**src/rtl/memory_stage.sv**
```systemverilog
// memory_stage: load/store unit between execute and write-back.
//   Non-memory instructions retire one cycle after acceptance with their
//   ALU result. Loads and stores are latched, issued to a request/grant
//   data-memory port and retired once the access completes.
// Ports:
//   clk, rst                   clock, asynchronous active-low reset
//   in_valid, alu_res          instruction present, ALU result / address
//   mem_data                   right-aligned store data
//   mem_read, mem_write        load / store request (both set => store)
//   mem_size, mem_unsigned     access size (00 B, 01 H, 1x W), zero-extend
//   stall                      combinational hold request to upstream
//   dmem_req, dmem_we          memory request / write strobe
//   dmem_addr, dmem_be         word-aligned address / byte enables
//   dmem_wdata                 lane-replicated store data
//   dmem_gnt, dmem_rvalid      request accepted / read data valid
//   dmem_rdata                 read word
//   wb_valid, wb_data          retired instruction / write-back value
//   misaligned                 (MISALIGN_TRAP_EN only) misaligned-access trap
// Build option: define MISALIGN_TRAP_EN to trap misaligned half/word
// accesses instead of silently aligning them.
module memory_stage (
  input  logic        clk,
  input  logic        rst,
  input  logic        in_valid,
  input  logic [31:0] alu_res,
  input  logic [31:0] mem_data,
  input  logic        mem_read,
  input  logic        mem_write,
  input  logic [1:0]  mem_size,
  input  logic        mem_unsigned,
  output logic        stall,
  output logic        dmem_req,
  output logic        dmem_we,
  output logic [31:0] dmem_addr,
  output logic [3:0]  dmem_be,
  output logic [31:0] dmem_wdata,
  input  logic        dmem_gnt,
  input  logic        dmem_rvalid,
  input  logic [31:0] dmem_rdata,
  output logic        wb_valid,
  output logic [31:0] wb_data
`ifdef MISALIGN_TRAP_EN
  ,
  output logic        misaligned
`endif
);

  localparam logic [1:0] IDLE        = 2'd0;
  localparam logic [1:0] WAIT_GNT    = 2'd1;
  localparam logic [1:0] WAIT_RVALID = 2'd2;

  logic [1:0]  state_q, state_d;
  logic [31:0] addr_q, addr_d;
  logic [3:0]  be_q, be_d;
  logic [31:0] wdata_q, wdata_d;
  logic [1:0]  size_q, size_d;
  logic        unsigned_q, unsigned_d;
  logic        we_q, we_d;
  logic        wb_valid_q, wb_valid_d;
  logic [31:0] wb_data_q, wb_data_d;
`ifdef MISALIGN_TRAP_EN
  logic        misaligned_q, misaligned_d;
`endif

  logic        mem_op_c;
  logic        trap_c;
  logic [3:0]  st_be_c;
  logic [31:0] st_wdata_c;
  logic [7:0]  ld_byte_c;
  logic [15:0] ld_half_c;
  logic [31:0] ld_ext_c;

  assign mem_op_c = mem_read | mem_write;

  // Misalignment detection; without the trap, low address bits are ignored.
`ifdef MISALIGN_TRAP_EN
  assign trap_c = ((mem_size == 2'b01) && alu_res[0]) ||
                  (mem_size[1] && (alu_res[1:0] != 2'b00));
`else
  assign trap_c = 1'b0;
`endif

  // Byte enables and lane-replicated write data for the incoming access.
  always_comb begin
    st_be_c    = 4'b1111;
    st_wdata_c = mem_data;
    if (mem_write) begin
      case (mem_size)
        2'b00: begin
          st_be_c    = 4'b0001 << alu_res[1:0];
          st_wdata_c = {4{mem_data[7:0]}};
        end
        2'b01: begin
          st_be_c    = alu_res[1] ? 4'b1100 : 4'b0011;
          st_wdata_c = {2{mem_data[15:0]}};
        end
        default: begin
          st_be_c    = 4'b1111;
          st_wdata_c = mem_data;
        end
      endcase
    end
  end

  // Load lane selection by the latched address, then extension.
  always_comb begin
    case (addr_q[1:0])
      2'd1:    ld_byte_c = dmem_rdata[15:8];
      2'd2:    ld_byte_c = dmem_rdata[23:16];
      2'd3:    ld_byte_c = dmem_rdata[31:24];
      default: ld_byte_c = dmem_rdata[7:0];
    endcase
    ld_half_c = addr_q[1] ? dmem_rdata[31:16] : dmem_rdata[15:0];
    case (size_q)
      2'b00:   ld_ext_c = unsigned_q ? {24'd0, ld_byte_c}
                                     : {{24{ld_byte_c[7]}}, ld_byte_c};
      2'b01:   ld_ext_c = unsigned_q ? {16'd0, ld_half_c}
                                     : {{16{ld_half_c[15]}}, ld_half_c};
      default: ld_ext_c = dmem_rdata;
    endcase
  end

  // Next-state, latch and handshake logic.
  always_comb begin
    state_d    = state_q;
    addr_d     = addr_q;
    be_d       = be_q;
    wdata_d    = wdata_q;
    size_d     = size_q;
    unsigned_d = unsigned_q;
    we_d       = we_q;
    wb_valid_d = 1'b0;
    wb_data_d  = wb_data_q;
`ifdef MISALIGN_TRAP_EN
    misaligned_d = 1'b0;
`endif
    stall      = 1'b0;
    dmem_req   = 1'b0;
    dmem_we    = 1'b0;

    case (state_q)
      IDLE: begin
        if (in_valid) begin
          if (mem_op_c && !trap_c) begin
            stall      = 1'b1;
            addr_d     = alu_res;
            be_d       = st_be_c;
            wdata_d    = st_wdata_c;
            size_d     = mem_size;
            unsigned_d = mem_unsigned;
            we_d       = mem_write;
            state_d    = WAIT_GNT;
          end else begin
            // Plain ALU result, or the faulting address on a trap.
            wb_valid_d = 1'b1;
            wb_data_d  = alu_res;
`ifdef MISALIGN_TRAP_EN
            misaligned_d = mem_op_c;
`endif
          end
        end
      end
      WAIT_GNT: begin
        dmem_req = 1'b1;
        dmem_we  = we_q;
        stall    = 1'b1;
        if (dmem_gnt) begin
          if (we_q) begin
            stall      = 1'b0;
            wb_valid_d = 1'b1;
            wb_data_d  = 32'd0;
            state_d    = IDLE;
          end else begin
            state_d = WAIT_RVALID;
          end
        end
      end
      WAIT_RVALID: begin
        stall = 1'b1;
        if (dmem_rvalid) begin
          stall      = 1'b0;
          wb_valid_d = 1'b1;
          wb_data_d  = ld_ext_c;
          state_d    = IDLE;
        end
      end
      default: begin
        state_d = IDLE;
      end
    endcase
  end

  // State and datapath registers.
  always_ff @(posedge clk or negedge rst) begin
    if (!rst) begin
      state_q    <= IDLE;
      addr_q     <= 32'd0;
      be_q       <= 4'd0;
      wdata_q    <= 32'd0;
      size_q     <= 2'd0;
      unsigned_q <= 1'b0;
      we_q       <= 1'b0;
      wb_valid_q <= 1'b0;
      wb_data_q  <= 32'd0;
`ifdef MISALIGN_TRAP_EN
      misaligned_q <= 1'b0;
`endif
    end else begin
      state_q    <= state_d;
      addr_q     <= addr_d;
      be_q       <= be_d;
      wdata_q    <= wdata_d;
      size_q     <= size_d;
      unsigned_q <= unsigned_d;
      we_q       <= we_d;
      wb_valid_q <= wb_valid_d;
      wb_data_q  <= wb_data_d;
`ifdef MISALIGN_TRAP_EN
      misaligned_q <= misaligned_d;
`endif
    end
  end

  assign dmem_addr  = {addr_q[31:2], 2'b00};
  assign dmem_be    = be_q;
  assign dmem_wdata = wdata_q;
  assign wb_valid   = wb_valid_q;
  assign wb_data    = wb_data_q;
`ifdef MISALIGN_TRAP_EN
  assign misaligned = misaligned_q;
`endif

endmodule

```
**config.mk**
```make
export PLATFORM = sky130hd
export DESIGN_NAME = memory_stage
export DESIGN_NICKNAME = d
export VERILOG_FILES = /design/src/rtl/memory_stage.sv
export SDC_FILE = /design/constraint.sdc
export NUM_CORES = 1
export LEC_CHECK = 0
export CAP_MARGIN = 20
export CORE_MARGIN = 1
export CORE_UTILIZATION = 40
export DETAILED_ROUTE_END_ITERATION = 12
export PLACE_DENSITY = 0.81
export SYNTH_ARGS = -nofsm -noshare
export SYNTH_HDL_FRONTEND = slang
export SYNTH_SLANG_ARGS = --single-unit
```
**constraint.sdc**
```tcl
create_clock -name clk -period 2.5 [get_ports clk]
set_input_delay 0.25 -clock clk [delete_from_list [all_inputs] [get_ports clk]]
set_output_delay 0.25 -clock clk [all_outputs]
set_load 0.01 [all_outputs]
```
# Yosys cells after proc, flatten, opt, wreduce, memory -nomap -nowiden
# Cells that the tools add are included.
# word_totals
register_bits,107
in_bits,106
wordCells,67
out_inout_bits,104
# classes
reduce_logical,7
eq_ne,13
n_mux,36
shifts,1
n_bitwise,1
# op_table
op,count
$mux W32,8
$pmux W32 S2,2
$pmux W32 S3,1
$pmux W8 S3,1
$mux W16,1
$mux W1,12
$ne A2 B2 Y1 const B,6
$mux W2,5
$eq A2 B1 Y1 const B,4
$mux W4,2
$pmux W4 S2,1
$eq A2 B2 Y1 const B,3
$logic_not A2 Y1,3
$pmux W1 S3,2
$pmux W2 S3,1
$reduce_and A6 Y1,1
$reduce_and A4 Y1,1
$shl A1 B2 Y4 const A,1
$reduce_and A3 Y1,1
$reduce_bool A3 Y1,1
$or A1 B1 Y1,1

# Longest topological paths before layout
# Gate-level depths: netlist (run 1).
# logic_depth
ltp_word,6
mapped_depth,9
mapped_depth_nobuf,6

# Worst setup path before layout (run 1)
# OpenSTA, ideal clock, no wires.
# synth_path
kind,flip-flop to output port
from,register state_q[0]
to,output port stall
path_stages_with_launch,8
path_buffers,2
arrival_time_ps,1644
slack_ps,606
required_time_ps,2250
path_cell_list,dfrtp_1 > inv_1 > ha_1 > nand2_1 > or2_2 > buf_2 > clkbuf_1 > a21oi_1
# synth_via
elab_chain_len,2
word_cells_on_any_way,4
classes_between,2 x eq/ne; 1 x mux; 1 x reduce/logical
# synth_lines
item,line_no,text
start: declaration,52,"logic [1:0] state_q, state_d;"
start signal: assignment,209,state_q <= state_d;
"$eq A2 B2 Y1, or another cell as far along",141,case (state_q)
$pmux W1 S3 *,141,
end: declaration,31,"output logic stall,"
# Mark *: on every way between the ends. The rest lies on a longest branch, timed or not.

# Worst setup path in the final report (run 1)
# Same ends and word-level chain as after synthesis.

==> results.sh, run 1 <==
export IMPL_ys_top_cells_by_count="nand2_1 (182), dfrtp_1 (107), o21ai_0 (51), nand3_1 (37), buf_4 (35)"
export IMPL_ys_warn_count=0
export IMPL_leakagePower_nw=3.49
export IMPL_die_w_um=120
export IMPL_synth_top_area_share_pct=47.7
export IMPL_cp_start_kind="flop"
export IMPL_place_gp_congestion=0.852
export IMPL_tightestPinTransition_ns=0.868
export IMPL_multiInputGateArea_mm2=0.00248
export IMPL_netSwitchingFraction_pct=37.8
export IMPL_fillCellCount=1208
export IMPL_synth_cells=636
export IMPL_drt_pass1_iter_count=5
export IMPL_clockPowerShare_pct=17.4
export IMPL_max_slew_margin_rel_pct=42.1
export IMPL_finalPower_mw=9.86
export IMPL_worstSetupPathType="reg -> out"
export IMPL_port_buffers=207
export IMPL_diodes=0
export IMPL_drc=0
export IMPL_nets=906
export IMPL_fmax_mhz=448
export IMPL_vias=5091
export IMPL_coreArea_mm2=0.0135
export IMPL_syn_cell_area_mm2=0.00562
export IMPL_grt_max_degree=89
export IMPL_finClkSkew_ns=0.00771
export IMPL_grt_pass1_wl_mm=26.7
export IMPL_antenna_found_initial=0
export IMPL_fin_crit_ns=2.23
export IMPL_async_flop_share_pct=100
export IMPL_drtIter0Drc=253
export IMPL_cp_required_ns=2.25
export IMPL_synth_cell_types=44
export IMPL_clock_sinks=107
export IMPL_regArea_mm2=0.00268
export IMPL_drv_cap=0
export IMPL_utilization_pct=59.3
export IMPL_status="finished, final reports clean"
export IMPL_yosysSeqAreaShare_pct=47.7
export IMPL_die_h_um=120
export IMPL_finalSetupViolations=0
export IMPL_finalHoldViolCount=0
export IMPL_wl_per_cell_um=17.5
export IMPL_synthMostInstantiatedCell="nand2_1"
export IMPL_synth_edf_count=0
export IMPL_post_cts_buffers=0
export IMPL_yosysTopAreaCell="dfrtp_1"
export IMPL_cp_max_fo=5
export IMPL_min_path_type="in -> async"
export IMPL_rsz0062_at_grt="no"
export IMPL_setup_tns_ns=0
export IMPL_htree_levels=3
export IMPL_end_kind="output port"
export IMPL_reg2reg_to="dmem_wdata[15]"
export IMPL_synth_area_top_cells="dfrtp_1 (48%), nand2_1 (12%), mux2i_1 (5.3%)"
export IMPL_numCtsBuffers=9
export IMPL_area_growth_pct=42.1
export IMPL_layout_drive_gt1_share_pct=5.49
export IMPL_critPathArrivalTime_ns=1.98
export IMPL_start_util_pct=41.8
export IMPL_avgSynthCellArea_um2=8.83
export IMPL_synth_seq_cells=107
export IMPL_ir_drop_v=0.000570
export IMPL_internal_power_mw=6.13
export IMPL_grt_overflow=0
export IMPL_ant_nets=0
export IMPL_cts_reportedPaths_clkPinSlew_ns=0.07
export IMPL_seqPwrFrac_pct=31.2
export IMPL_rows=42
export IMPL_clock_latency_ns=0.36
export IMPL_drt_total_wl_mm=17.1
export IMPL_comb_power_share_pct=51.5
export IMPL_ff2ff_setup_slack_ns=0.40
export IMPL_grt_util_all_layers_pct=24.1
export IMPL_dieArea_mm2=0.0145
export IMPL_p_sw_mw=3.73
export IMPL_clockBufferDepth=2
export IMPL_dp_hpwl_mm=12.6
export IMPL_rr_worst_depth=6
export IMPL_io_pins=210
export IMPL_maxSlewViolCount=0
export IMPL_cts_tree="built"
export IMPL_timing_rr_start="state_q[0]"
export IMPL_vias_per_cell=5.21
export IMPL_cts_root_buf="clkbuf_16"
export IMPL_power_density_mw_per_mm2=1240
export IMPL_first_global_vias=5057
export IMPL_synth_flop_cell="dfrtp_1"
export IMPL_fin_crit_sh_pct=89.2
==> sequential cells by signal (all words and copies together), names as in the netlist <==
signal and cells:
unsigned_q 1, size_q 2, wb_valid 1, dmem_be 4
addr_q 32, dmem_wdata 32, we_q 1, wb_data 32
state_q 2
==> repair_timing <==
| item | 4_1_cts | 5_1_grt |
|---|---|---|
| resized for setup | 3 | 0 |
| endpoints found under the setup margin | 1 | 0 |
| hold buffers | 1 | 0 |
| hold endpoints to repair | 32 | 0 |
==> cell usage in the layout, fill, tap and decap left out, drive strengths merged, types with 11 or more instances in the layout <==
master	count
dfrtp	107
mux2i	30
a21oi	18
clkdlybuf4s50	205
nor2	27
o211ai	16
nand3	37
nand2	182
clkbuf	11
buf	15
o21ai	53
o22ai	16
==> routing by layer <==
layer  global-route usage [%]  vias to the layer above  wire length (um)
met2                     39.8                      224              8060
met5                        0                        -                 0
li1                         -                     2456                 -
met3                     6.65                       23              1440
met1                     29.9                     2388              7170
met4                     9.41                        0               391
==> worst max-delay path by stage <==
stage	end	slack, ns	from
2_1_floorplan	stall	0.61	state_q[0]
3_3_place_gp	dmem_be[0]	0.25	mem_write
3_5_place_dp	dmem_wdata[15]	0.14	mem_write
4_1_cts	stall	0.26	state_q[0]
5_1_grt	stall	0.17	state_q[0]
6_report	stall	0.27	state_q[0]
==> cell type report <==
type | count | area share [%]
flip-flops and latches | 107 | 33.6
inverters | 9 | 0.423
well taps | 176 | 2.76
clock buffers | 11 | 2.92
repair buffers | 222 | 27.7
multi-input cells | 447 | 31.1
clock inverters | 5 | 1.57
==> critical path, cell delays in order (launching register included) <==
cell and delay [ns]:
dfrtp_1 0.42, inv_1 0.10, ha_2 0.25, nand2_1 0.13, or2_2 0.31, a21oi_1 0.13
dlygate4sd2_1 0.29
==> cell families after synthesis <==
kind of cell / after synthesis / synth area share, %
and+or+nand+nor: 274 / 21.2
muxes: 36 / 6.82
DFF: 107 / 47.7
adders and majority gates: 4 / 0.891
other: 1 / 0.0668
AOI/OAI and AO/OA: 131 / 14.7
buffers and inverters: 83 / 8.64
==> metrics by stage <==
step                cells  area [um^2]  worst slack (ns)  hold WS (ns)
floorplan             637         5620             0.606       -0.0456
global placement      960         7610             0.246         0.242
CTS                   977         7980             0.258         0.395
detailed placement    960         7610             0.140         0.236
global route          977         7980             0.165         0.433
finish                977         7980             0.270         0.387
==> power groups by stage <==
| stage | sequential [mW] | clock (mW) | combinational (mW) |
|---|---|---|---|
| global route | 3.17 | 1.82 | 5.54 |
| finish | 3.08 | 1.71 | 5.07 |
| global placement | 3.07 | 0 | 5.00 |
| floorplan | 3.21 | 0 | 2.83 |
| CTS | 3.08 | 1.74 | 5.12 |
| detailed placement | 3.09 | 0 | 5.10 |
Note: power is estimated with default switching activity, not from simulation.
==> run 2, diff against run 1 <==
GPL_TIMING_DRIVEN = 0   (was not set)
==> results.sh, run 2 (synthesized netlist as in run 1, its figures left out) <==
export IMPL_clock_latency_ns=0.35
export IMPL_ir_drop_v=0.000512
export IMPL_worstSetupPathType="reg -> out"
export IMPL_finalSetupViolations=0
export IMPL_comb_power_share_pct=54.9
export IMPL_p_sw_mw=3.95
export IMPL_cp_start_kind="flop"
export IMPL_clock_sinks=107
export IMPL_io_pins=210
export IMPL_place_ws_ns=-0.414
export IMPL_final_common_cell="clkdlybuf4s50_1"
export IMPL_die_h_um=120
export IMPL_maxSlewViolCount=0
export IMPL_area_growth_pct=48.2
export IMPL_clockBufferDepth=2
export IMPL_final_cell_mix="clkdlybuf4s50_1 (206), nand2_1 (182), dfrtp_1 (107)"
export IMPL_start_util_pct=41.8
export IMPL_finalHoldViolCount=0
export IMPL_dr_wl_met3_mm=1.77
export IMPL_cp_required_ns=2.25
export IMPL_antenna_found_initial=0
export IMPL_critPathMaxStageDelay_ns=0.56
export IMPL_max_slew_margin_rel_pct=56.8
export IMPL_power_density_mw_per_mm2=1240
export IMPL_clockPowerShare_pct=15.8
export IMPL_die_w_um=120
export IMPL_path_depth=6
export IMPL_timing_rr_start="state_q[1]"
export IMPL_drt_met1_wl_mm=7.67
export IMPL_cts_reportedPaths_clkPinSlew_ns=0.07
export IMPL_path_cells="inv_1, ha_4, nand2_1, or2_4, a21oi_1, clkdlybuf4s50_1"
export IMPL_dp_hpwl_mm=14.2
export IMPL_min_path_type="in -> reg"
export IMPL_vias_per_cell=5.22
export IMPL_diodes=0
export IMPL_status="finished, final reports clean"
export IMPL_finClkSkew_ns=0.00631
export IMPL_first_global_vias=5418
export IMPL_cp_num_buf_inv=2
export IMPL_holdPathStages=3
export IMPL_seqPwrFrac_pct=29.3
export IMPL_fin_crit_sh_pct=97.0
export IMPL_place_gp_congestion=0.920
export IMPL_crit_path_top_delay_cell="clkdlybuf4s50_1"
export IMPL_critical_path_top_delay_family="buffers and inverters"
export IMPL_grt_overflow=0
export IMPL_reg2reg_to="wb_data[29]"
export IMPL_critPathArrivalTime_ns=2.17
export IMPL_layout_drive_gt1_share_pct=10.2
export IMPL_layout_setup_ws_ns=0.0762
export IMPL_crit_end="stall"
export IMPL_fmax_mhz=413
export IMPL_place_area_mm2=0.00794
export IMPL_fin_hold_ws_ns=0.429
export IMPL_cts_tree="built"
export IMPL_internal_power_mw=6.38
export IMPL_met2_length_mm=8.71
export IMPL_cts_root_buf="clkbuf_16"
export IMPL_rr_worst_depth=8
export IMPL_drv_cap=0
export IMPL_dieArea_mm2=0.0145
export IMPL_port_buffers=207
export IMPL_end_kind="output port"
export IMPL_netSwitchingFraction_pct=38.3
export IMPL_cp_max_fo=5
export IMPL_grt_util_all_layers_pct=26.7
export IMPL_drt_pass1_iter_count=5
export IMPL_tightestPinTransition_ns=0.648
export IMPL_drtIter0Drc=311
export IMPL_htree_levels=3
export IMPL_coreArea_mm2=0.0135
export IMPL_ff2ff_setup_slack_ns=0.17
export IMPL_fin_crit_ns=2.42
export IMPL_nets=966
export IMPL_vias=5417
export IMPL_rows=42
export IMPL_routed_top_layer="met4"
export IMPL_critPathLaunch="state_q[1]"
export IMPL_grt_pass1_wl_mm=29.4
export IMPL_leakagePower_nw=3.70
export IMPL_grt_max_degree=61
export IMPL_drc=0
export IMPL_drt_total_wl_mm=18.7
export IMPL_fin_area_mm2=0.00832
export IMPL_ant_nets=0
export IMPL_fillCellCount=1210
export IMPL_wl_per_cell_um=18.0
export IMPL_numCtsBuffers=9
==> run 2: changes by cell type in the layout (fill, tap and decap cells not counted), moves of 2 or more <==
| cell | previous run | this run |
|---|---|---|
| buf_12 | 2 | 0 |
| buf_2 | 0 | 13 |
| buf_6 | 0 | 3 |
| buf_4 | 13 | 37 |
| bufinv_16 | 4 | 2 |
| clkbuf_8 | 0 | 4 |
| clkbuf_1 | 2 | 19 |
==> run 2: timing repair <==
item	in CTS	in global routing
endpoints found under the hold margin	47	0
setup buffers	1	0
endpoints found under the setup margin	1	4
pin swaps	1	0
gates resized for setup	3	5
hold buffers	1	0
==> run 2: worst min-delay path by stage <==
stage,endpoint,startpoint
2_1_floorplan,addr_q[0],rst
3_3_place_gp,dmem_be[3],dmem_be[3]
3_5_place_dp,dmem_wdata[6],rst
4_1_cts,unsigned_q,mem_unsigned
5_1_grt,unsigned_q,mem_unsigned
6_report,unsigned_q,mem_unsigned
==> run 2: worst register-to-register path: cells and delay by family (launching register included) <==
family                   cells  cell delay (ns)
AO/OA/AOI/OAI                3             0.78
adder cells (fa/ha/maj)      1             0.28
buffers and inverters        3             0.69
flip-flops                   1             0.38
AND/OR/NAND/NOR              1             0.14
==> run 2: layout make-up <==
| cell class | count | area (um^2) | area share (%) |
|---|---|---|---|
| plain buffers | 72 | 445 | 5.35 |
| repair buffers | 210 | 2110 | 25.4 |
| clock inverters | 3 | 67.6 | 0.812 |
| inverters | 9 | 33.8 | 0.406 |
| clock buffers | 13 | 280 | 3.37 |
| multi-input cells | 447 | 2480 | 29.8 |
| flip-flops and latches | 107 | 2680 | 32.2 |
| well taps | 176 | 220 | 2.65 |
==> run 2: layer usage <==
| layer | GRT usage [%] | vias up |
|---|---|---|
| met5 | 0 | - |
| met4 | 11.9 | 0 |
| met3 | 7.50 | 33 |
| met2 | 42.5 | 256 |
| met1 | 33.8 | 2555 |
| li1 | - | 2573 |
==> run 2: through the flow <==
stage,TNS [ns],cells,power (mW),util (%)
4_1_cts,0,1037,10.4,61.7
2_1_floorplan,0,637,6.05,-
3_5_place_dp,-0.414,1021,8.68,59.0
5_1_grt,-0.00174,1037,11.0,61.9
6_report,0,1037,10.3,61.9
3_3_place_gp,-319.19,1020,8.56,58.8
==> run 2: power by group through the flow <==
stage               Combinational, mW  Clock (mW)  Sequential, mW
finish                           5.68        1.63            3.03
global placement                 5.54           0            3.03
global route                     6.19        1.74            3.13
CTS                              5.66        1.66            3.03
detailed placement               5.64           0            3.04
floorplan                        2.83           0            3.21
